**src/rtl/mem_arbiter_if.sv**
```systemverilog
// Bundle of fetch, data and shared-memory signals around mem_arbiter.
// The arbiter uses the slave view; requesters and the memory model use master.
interface mem_arbiter_if #(
  parameter int W = 32
);
  logic         if_req;
  logic [W-1:0] if_addr;
  logic         if_ready;
  logic [W-1:0] if_rdata;

  logic         dm_req;
  logic         dm_we;
  logic [W-1:0] dm_addr;
  logic [W-1:0] dm_wdata;
  logic         dm_ready;
  logic [W-1:0] dm_rdata;

  logic         mem_en;
  logic         mem_we;
  logic [W-1:0] mem_addr;
  logic [W-1:0] mem_wdata;
  logic [W-1:0] mem_rdata;
  logic         mem_ack;

  logic         stall;
  logic         err;

  modport slave (
    input  if_req, if_addr, dm_req, dm_we, dm_addr, dm_wdata, mem_rdata, mem_ack,
    output if_ready, if_rdata, dm_ready, dm_rdata,
    output mem_en, mem_we, mem_addr, mem_wdata, stall, err
  );

  modport master (
    output if_req, if_addr, dm_req, dm_we, dm_addr, dm_wdata, mem_rdata, mem_ack,
    input  if_ready, if_rdata, dm_ready, dm_rdata,
    input  mem_en, mem_we, mem_addr, mem_wdata, stall, err
  );
endinterface

```
**src/rtl/mem_arbiter.sv**
```systemverilog
// Round-robin arbiter sharing one memory between instruction fetch and data ports.
// Define ARB_TIMEOUT_EN to abort a BUSY transaction after TIMEOUT cycles without mem_ack.
module mem_arbiter #(
  parameter int W       = 32,
  parameter int TIMEOUT = 16
) (
  input  logic          clk,
  input  logic          rst,
  mem_arbiter_if.slave  bus_io
);

  typedef enum logic [1:0] {IDLE, BUSY, RESP} state_e;

  state_e       state_q, state_d;
  logic         owner_q, owner_d;      // 1 = data port owns the transaction
  logic         last_dm_q, last_dm_d;
  logic         we_q, we_d;
  logic [W-1:0] addr_q, addr_d;
  logic [W-1:0] wdata_q, wdata_d;
  logic [W-1:0] if_rdata_q, if_rdata_d;
  logic [W-1:0] dm_rdata_q, dm_rdata_d;
  logic         timeoutHit;
  logic         grantDm;
  logic [W-1:0] respData;

`ifdef ARB_TIMEOUT_EN
  localparam int CW = $clog2(TIMEOUT + 1);

  logic [CW-1:0] cnt_q, cnt_d;
  logic          err_q;

  // Counter is held at zero outside BUSY, so it starts fresh on every BUSY entry
  always_comb begin
    cnt_d = '0;
    if (state_q == BUSY) cnt_d = cnt_q + CW'(1);
  end

  assign timeoutHit = (state_q == BUSY) && !bus_io.mem_ack && (cnt_q == CW'(TIMEOUT - 1));

  always_ff @(posedge clk or posedge rst) begin
    if (rst) begin
      cnt_q <= '0;
      err_q <= 1'b0;
    end else begin
      cnt_q <= cnt_d;
      err_q <= timeoutHit;
    end
  end

  assign bus_io.err = err_q;
`else
  assign timeoutHit = 1'b0;
  assign bus_io.err = 1'b0;
`endif

  always_ff @(posedge clk or posedge rst) begin
    if (rst) begin
      state_q    <= IDLE;
      owner_q    <= 1'b0;
      last_dm_q  <= 1'b0;
      we_q       <= 1'b0;
      addr_q     <= '0;
      wdata_q    <= '0;
      if_rdata_q <= '0;
      dm_rdata_q <= '0;
    end else begin
      state_q    <= state_d;
      owner_q    <= owner_d;
      last_dm_q  <= last_dm_d;
      we_q       <= we_d;
      addr_q     <= addr_d;
      wdata_q    <= wdata_d;
      if_rdata_q <= if_rdata_d;
      dm_rdata_q <= dm_rdata_d;
    end
  end

  always_comb begin
    state_d    = state_q;
    owner_d    = owner_q;
    last_dm_d  = last_dm_q;
    we_d       = we_q;
    addr_d     = addr_q;
    wdata_d    = wdata_q;
    if_rdata_d = if_rdata_q;
    dm_rdata_d = dm_rdata_q;
    grantDm    = 1'b0;
    respData   = bus_io.mem_ack ? bus_io.mem_rdata : '0;

    case (state_q)
      IDLE: begin
        if (bus_io.if_req || bus_io.dm_req) begin
          // On contention the port that lost last time wins
          grantDm   = bus_io.dm_req && (!bus_io.if_req || !last_dm_q);
          owner_d   = grantDm;
          last_dm_d = grantDm;
          we_d      = grantDm && bus_io.dm_we;
          addr_d    = grantDm ? bus_io.dm_addr : bus_io.if_addr;
          wdata_d   = grantDm ? bus_io.dm_wdata : '0;
          state_d   = BUSY;
        end
      end
      BUSY: begin
        if (bus_io.mem_ack || timeoutHit) begin
          state_d = RESP;
          if (!owner_q)    if_rdata_d = respData;
          else if (!we_q)  dm_rdata_d = respData;
        end
      end
      RESP:    state_d = IDLE;
      default: state_d = IDLE;
    endcase
  end

  assign bus_io.mem_en    = (state_q == BUSY);
  assign bus_io.mem_we    = (state_q == BUSY) && we_q;
  assign bus_io.mem_addr  = addr_q;
  assign bus_io.mem_wdata = wdata_q;
  assign bus_io.if_ready  = (state_q == RESP) && !owner_q;
  assign bus_io.dm_ready  = (state_q == RESP) && owner_q;
  assign bus_io.if_rdata  = if_rdata_q;
  assign bus_io.dm_rdata  = dm_rdata_q;
  assign bus_io.stall     = (bus_io.if_req || bus_io.dm_req) && !(bus_io.if_ready || bus_io.dm_ready);

endmodule

```
**src/flat_wrapper.sv**
```systemverilog
// flat-port wrapper written by rule: the top's interface ports become plain ports
module mem_arbiter_flat 
#(
  parameter int W       = 32,
  parameter int TIMEOUT = 16
)
  (clk, rst, bus_io_if_req, bus_io_if_addr, bus_io_dm_req, bus_io_dm_we, bus_io_dm_addr, bus_io_dm_wdata, bus_io_mem_rdata, bus_io_mem_ack, bus_io_if_ready, bus_io_if_rdata, bus_io_dm_ready, bus_io_dm_rdata, bus_io_mem_en, bus_io_mem_we, bus_io_mem_addr, bus_io_mem_wdata, bus_io_stall, bus_io_err);
  mem_arbiter_if #(.W(W)) bus_io_i ();
  input  logic clk;
  input  logic rst;
  input wire logic [$bits(bus_io_i.if_req)-1:0] bus_io_if_req;
  input wire logic [$bits(bus_io_i.if_addr)-1:0] bus_io_if_addr;
  input wire logic [$bits(bus_io_i.dm_req)-1:0] bus_io_dm_req;
  input wire logic [$bits(bus_io_i.dm_we)-1:0] bus_io_dm_we;
  input wire logic [$bits(bus_io_i.dm_addr)-1:0] bus_io_dm_addr;
  input wire logic [$bits(bus_io_i.dm_wdata)-1:0] bus_io_dm_wdata;
  input wire logic [$bits(bus_io_i.mem_rdata)-1:0] bus_io_mem_rdata;
  input wire logic [$bits(bus_io_i.mem_ack)-1:0] bus_io_mem_ack;
  output wire logic [$bits(bus_io_i.if_ready)-1:0] bus_io_if_ready;
  output wire logic [$bits(bus_io_i.if_rdata)-1:0] bus_io_if_rdata;
  output wire logic [$bits(bus_io_i.dm_ready)-1:0] bus_io_dm_ready;
  output wire logic [$bits(bus_io_i.dm_rdata)-1:0] bus_io_dm_rdata;
  output wire logic [$bits(bus_io_i.mem_en)-1:0] bus_io_mem_en;
  output wire logic [$bits(bus_io_i.mem_we)-1:0] bus_io_mem_we;
  output wire logic [$bits(bus_io_i.mem_addr)-1:0] bus_io_mem_addr;
  output wire logic [$bits(bus_io_i.mem_wdata)-1:0] bus_io_mem_wdata;
  output wire logic [$bits(bus_io_i.stall)-1:0] bus_io_stall;
  output wire logic [$bits(bus_io_i.err)-1:0] bus_io_err;
  assign bus_io_i.if_req = bus_io_if_req;
  assign bus_io_i.if_addr = bus_io_if_addr;
  assign bus_io_i.dm_req = bus_io_dm_req;
  assign bus_io_i.dm_we = bus_io_dm_we;
  assign bus_io_i.dm_addr = bus_io_dm_addr;
  assign bus_io_i.dm_wdata = bus_io_dm_wdata;
  assign bus_io_i.mem_rdata = bus_io_mem_rdata;
  assign bus_io_i.mem_ack = bus_io_mem_ack;
  assign bus_io_if_ready = bus_io_i.if_ready;
  assign bus_io_if_rdata = bus_io_i.if_rdata;
  assign bus_io_dm_ready = bus_io_i.dm_ready;
  assign bus_io_dm_rdata = bus_io_i.dm_rdata;
  assign bus_io_mem_en = bus_io_i.mem_en;
  assign bus_io_mem_we = bus_io_i.mem_we;
  assign bus_io_mem_addr = bus_io_i.mem_addr;
  assign bus_io_mem_wdata = bus_io_i.mem_wdata;
  assign bus_io_stall = bus_io_i.stall;
  assign bus_io_err = bus_io_i.err;
  mem_arbiter #(.W(W), .TIMEOUT(TIMEOUT)) u_core (.clk(clk), .rst(rst), .bus_io(bus_io_i));
endmodule
```
**config.mk**
```make
export PLATFORM = sky130hd
export DESIGN_NAME = mem_arbiter_flat
export DESIGN_NICKNAME = d
export VERILOG_FILES = /design/src/rtl/mem_arbiter_if.sv /design/src/rtl/mem_arbiter.sv /design/src/flat_wrapper.sv
export SDC_FILE = /design/constraint.sdc
export NUM_CORES = 1
export LEC_CHECK = 0
export ABC_AREA = 1
export BUFFER_PORTS_ARGS = -buffer_cell sky130_fd_sc_hd__buf_2
export CAP_MARGIN = 25
export CORE_ASPECT_RATIO = 1.1
export CORE_MARGIN = 2
export CORE_UTILIZATION = 51
export CTS_CLUSTER_SIZE = 30
export DETAILED_ROUTE_END_ITERATION = 12
export GPL_TIMING_DRIVEN = 0
export PLACE_DENSITY = 0.87
export SLEW_MARGIN = 10
export SYNTH_ARGS = -nofsm -noshare
export SYNTH_HDL_FRONTEND = slang
export SYNTH_SLANG_ARGS = --single-unit
```
**constraint.sdc**
```tcl
create_clock -name clk -period 9.25 [get_ports clk]
set_clock_uncertainty 0.1 [all_clocks]
set_input_delay 0.925 -clock clk [delete_from_list [all_inputs] [get_ports clk]]
set_output_delay 0.925 -clock clk [all_outputs]
set_load 0.01 [all_outputs]
```
==> flow_metrics.tcl <==
set metrics [dict create \
    status "completed" \
    start_util_pct 52.8 \
    seqPwrFrac_pct 36.3 \
    cts_resized 0 \
    dp_cells 1137 \
    critPathMaxStageDelay_ns 0.37 \
    routed_via_density 5.04 \
    setup_violations 0 \
    dp_hpwl_um 12600 \
    multiInputGateArea_um2 1990 \
    final_common_cell "nand2_1" \
    initialDrtViolationCount 432 \
    yosysTopAreaCell "dfrtp_1" \
    synth_top_area_share_pct 56.8 \
    power.density_nw_per_um2 346 \
    clkLatencyLatePin_ns 0.42 \
    die_y_um 116 \
    overflow 0 \
    clk_path_buf_depth 2 \
    cp_num_cells 4 \
    io_pins 268 \
    cp-end-kind "output port" \
    worst-path-buf-inv 3 \
    final_util_pct 72.2 \
    cts_sinks 132 \
    power.leakage_nw 4.84 \
    post_cts_buffers 0 \
    slowest_stage "dfrtp_1" \
    ff2ff_path_depth 6 \
    grt_max_degree 73 \
    cts_tree "yes" \
    min_path_type "flop to flop" \
    ys_types 13 \
    place_ws_ns 6.78 \
    switching_share_pct 39.6 \
    drive_above_1_share_pct 33.2 \
    grt_use_total_pct 28.8 \
    gp_congestion 0.934 \
    io_buffers 265 \
    final_cell_mix "296 x nand2_1, 289 x buf_2, 132 x dfrtp_1, 130 x nand3_1, 71 x inv_1" \
    crit_start "u_core.state_q[0]$_DFFE_PP0P_" \
    clk_pin_slew_ns 0.06 \
    via_count 5899 \
    synthesis.nets 858 \
    critPathKind "flop to output port" \
    setup_ws_ns 6.62 \
    ys_seq_elements 132 \
    yosysWarnings 0 \
    regArea_um2 3300 \
    fillCellCount 903 \
    netlist_area_um2 5810 \
    startpoint_type "flop" \
    r2r-start "u_core.last_dm_q$_DFFE_PP0P_" \
    syn_inst 724 \
    path_cells "inv_1 -> nor2_2 -> buf_2 -> buf_2" \
    ant_nets 0 \
    fp.dieArea_um2 12300 \
    cts_hold_buf 0 \
    path_common_cell "buf_2" \
    hold_depth 2 \
    cts_buffers 17 \
    setup_tns_ns 0 \
    fin_crit_ns 2.63 \
    critPathMaxFanout 10 \
    switchingPower_mw 1.09 \
    instances_no_fill 1170 \
    firstDrtPassIters 5 \
    ff2ff_setup_slack_ns 7.62 \
    finalMaxSlewViolations 0 \
    ys_seq_area_share_pct 56.8 \
    reg2reg_to "u_core.bus_io.mem_wdata[21]$_DFFE_PP0P_" \
    num_rows 40 \
    coreArea_um2 11000 \
    die_w_um 106 \
    fmax_mhz 381 \
    cts-root-buf "clkbuf_16" \
    syn2layout_area_growth_pct 36.8 \
    worstPathRequired_ns 8.23 \
    layout_worst_path_cycle_share_pct 28.4 \
    grt_pass1_wl_um 27500 \
    cp-endpoint "bus_io_mem_en" \
    antenna_found_initial 0 \
    fin_nets 1143 \
    pwr-share-clk_pct 24.3 \
    tightest_slew_ns 0.554 \
    wl_per_cell_um 14.7 \
    relSlewSlack_pct 63.0 \
    wl_um 17200 \
    synth.avg_cell_area_um2 8.03 \
    internal_power_mw 1.66 \
    max_cap_viol_count 0 \
    grt_pass1_vias 5723 \
    crit_family "buffers and inverters" \
    ir_worst_vdd_mv 0.158 \
    htree_num_levels 4 \
    yosys-top-cells-area "dfrtp_1 57%, nand2_1 19%, nand3_1 11%" \
    rsz0062_at_grt "no" \
    finalHoldViolCount 0 \
    drcViolationCount 0 \
    p_total_mw 2.75 \
    p_comb_share_pct 39.4 \
    cp.arrival_ns 1.60 \
]
[how the worst min path moves through the flow]
stage,startpoint,to,slack [ns]
2_1_floorplan,u_core.we_q$_DFFE_PP0P_,u_core.we_q$_DFFE_PP0P_,0.35
3_3_place_gp,u_core.bus_io.if_rdata[29]$_DFFE_PP0P_,u_core.bus_io.if_rdata[29]$_DFFE_PP0P_,0.35
3_5_place_dp,u_core.bus_io.if_rdata[26]$_DFFE_PP0P_,u_core.bus_io.if_rdata[26]$_DFFE_PP0P_,0.35
4_1_cts,u_core.bus_io.if_rdata[22]$_DFFE_PP0P_,u_core.bus_io.if_rdata[22]$_DFFE_PP0P_,0.37
5_1_grt,u_core.bus_io.if_rdata[26]$_DFFE_PP0P_,u_core.bus_io.if_rdata[26]$_DFFE_PP0P_,0.39
6_report,u_core.bus_io.if_rdata[22]$_DFFE_PP0P_,u_core.bus_io.if_rdata[22]$_DFFE_PP0P_,0.36
[synthesized netlist by cell type (all sizes together)]
cell type  number
nor2           10
buf            34
clkbuf         12
inv            75
conb            1
o21ai          34
nand3         130
dfrtp         132
nand2         296
[layout make-up]
| cell class | instances | area share (%) |
|---|---|---|
| sequential | 132 | 41.5 |
| clock inverter | 13 | 1.89 |
| inverter | 75 | 3.60 |
| multi-input combinational | 471 | 25.0 |
| buffer | 46 | 3.02 |
| tap | 147 | 2.31 |
| timing repair buffer | 266 | 17.0 |
| antenna | 1 | 0.0315 |
| clock buffer | 19 | 5.57 |
[power by group through the flow]
| stage | clock network (mW) | registers (mW) | logic, mW |
|---|---|---|---|
| after floorplan | 0 | 1.12 | 0.478 |
| after global placement | 0 | 0.988 | 1.05 |
| after detailed placement | 0 | 0.995 | 1.09 |
| after CTS | 0.674 | 0.996 | 1.09 |
| after global routing | 0.703 | 1.03 | 1.21 |
| final | 0.668 | 1.00 | 1.08 |
[registers in the layout, indices dropped and copies added (netlist names)]
register	cells
u_core.bus_io.dm_rdata	32
u_core.we_q	1
u_core.bus_io.mem_addr	32
u_core.state_q	2
u_core.bus_io.mem_wdata	32
u_core.bus_io.if_rdata	32
u_core.last_dm_q	1
[kinds of logic (layout without fill, tap and decap cells)]
logic type,count (synthesis),count (layout),share of synthesized area (%)
AOI/OAI and AO/OA,34,34,2.93
buffers and inverters,121,419,8.98
DFF,132,132,56.8
other,1,2,0.0645
and+or+nand+nor,436,436,31.2
[through the flow]
step | hold slack, ns | cell area, µm²
after floorplan | 0.349 | 5810
after global placement | 0.349 | 7320
after detailed placement | 0.354 | 7360
after CTS | 0.369 | 7950
after global routing | 0.387 | 7950
final | 0.364 | 7950
[worst register-to-register path, delay by kind of cell, from the launching register on]
kind / cells / cell delay (ns)
buf+inv: 2 / 0.41
flops: 1 / 0.43
simple gates: 4 / 0.62
[metal layers]
metal / routed length (µm) / vias up / track usage (%) / part of all wire (%)
met3: 1220 / 35 / 7.09 / 7.1
met2: 8720 / 255 / 49.2 / 51
met4: 485 / 0 / 12.1 / 2.8
li1: - / 2820 / - / -
met5: 0 / - / 0 / 0
met1: 6760 / 2789 / 35.4 / 39
(Power assumes the default switching activity.)
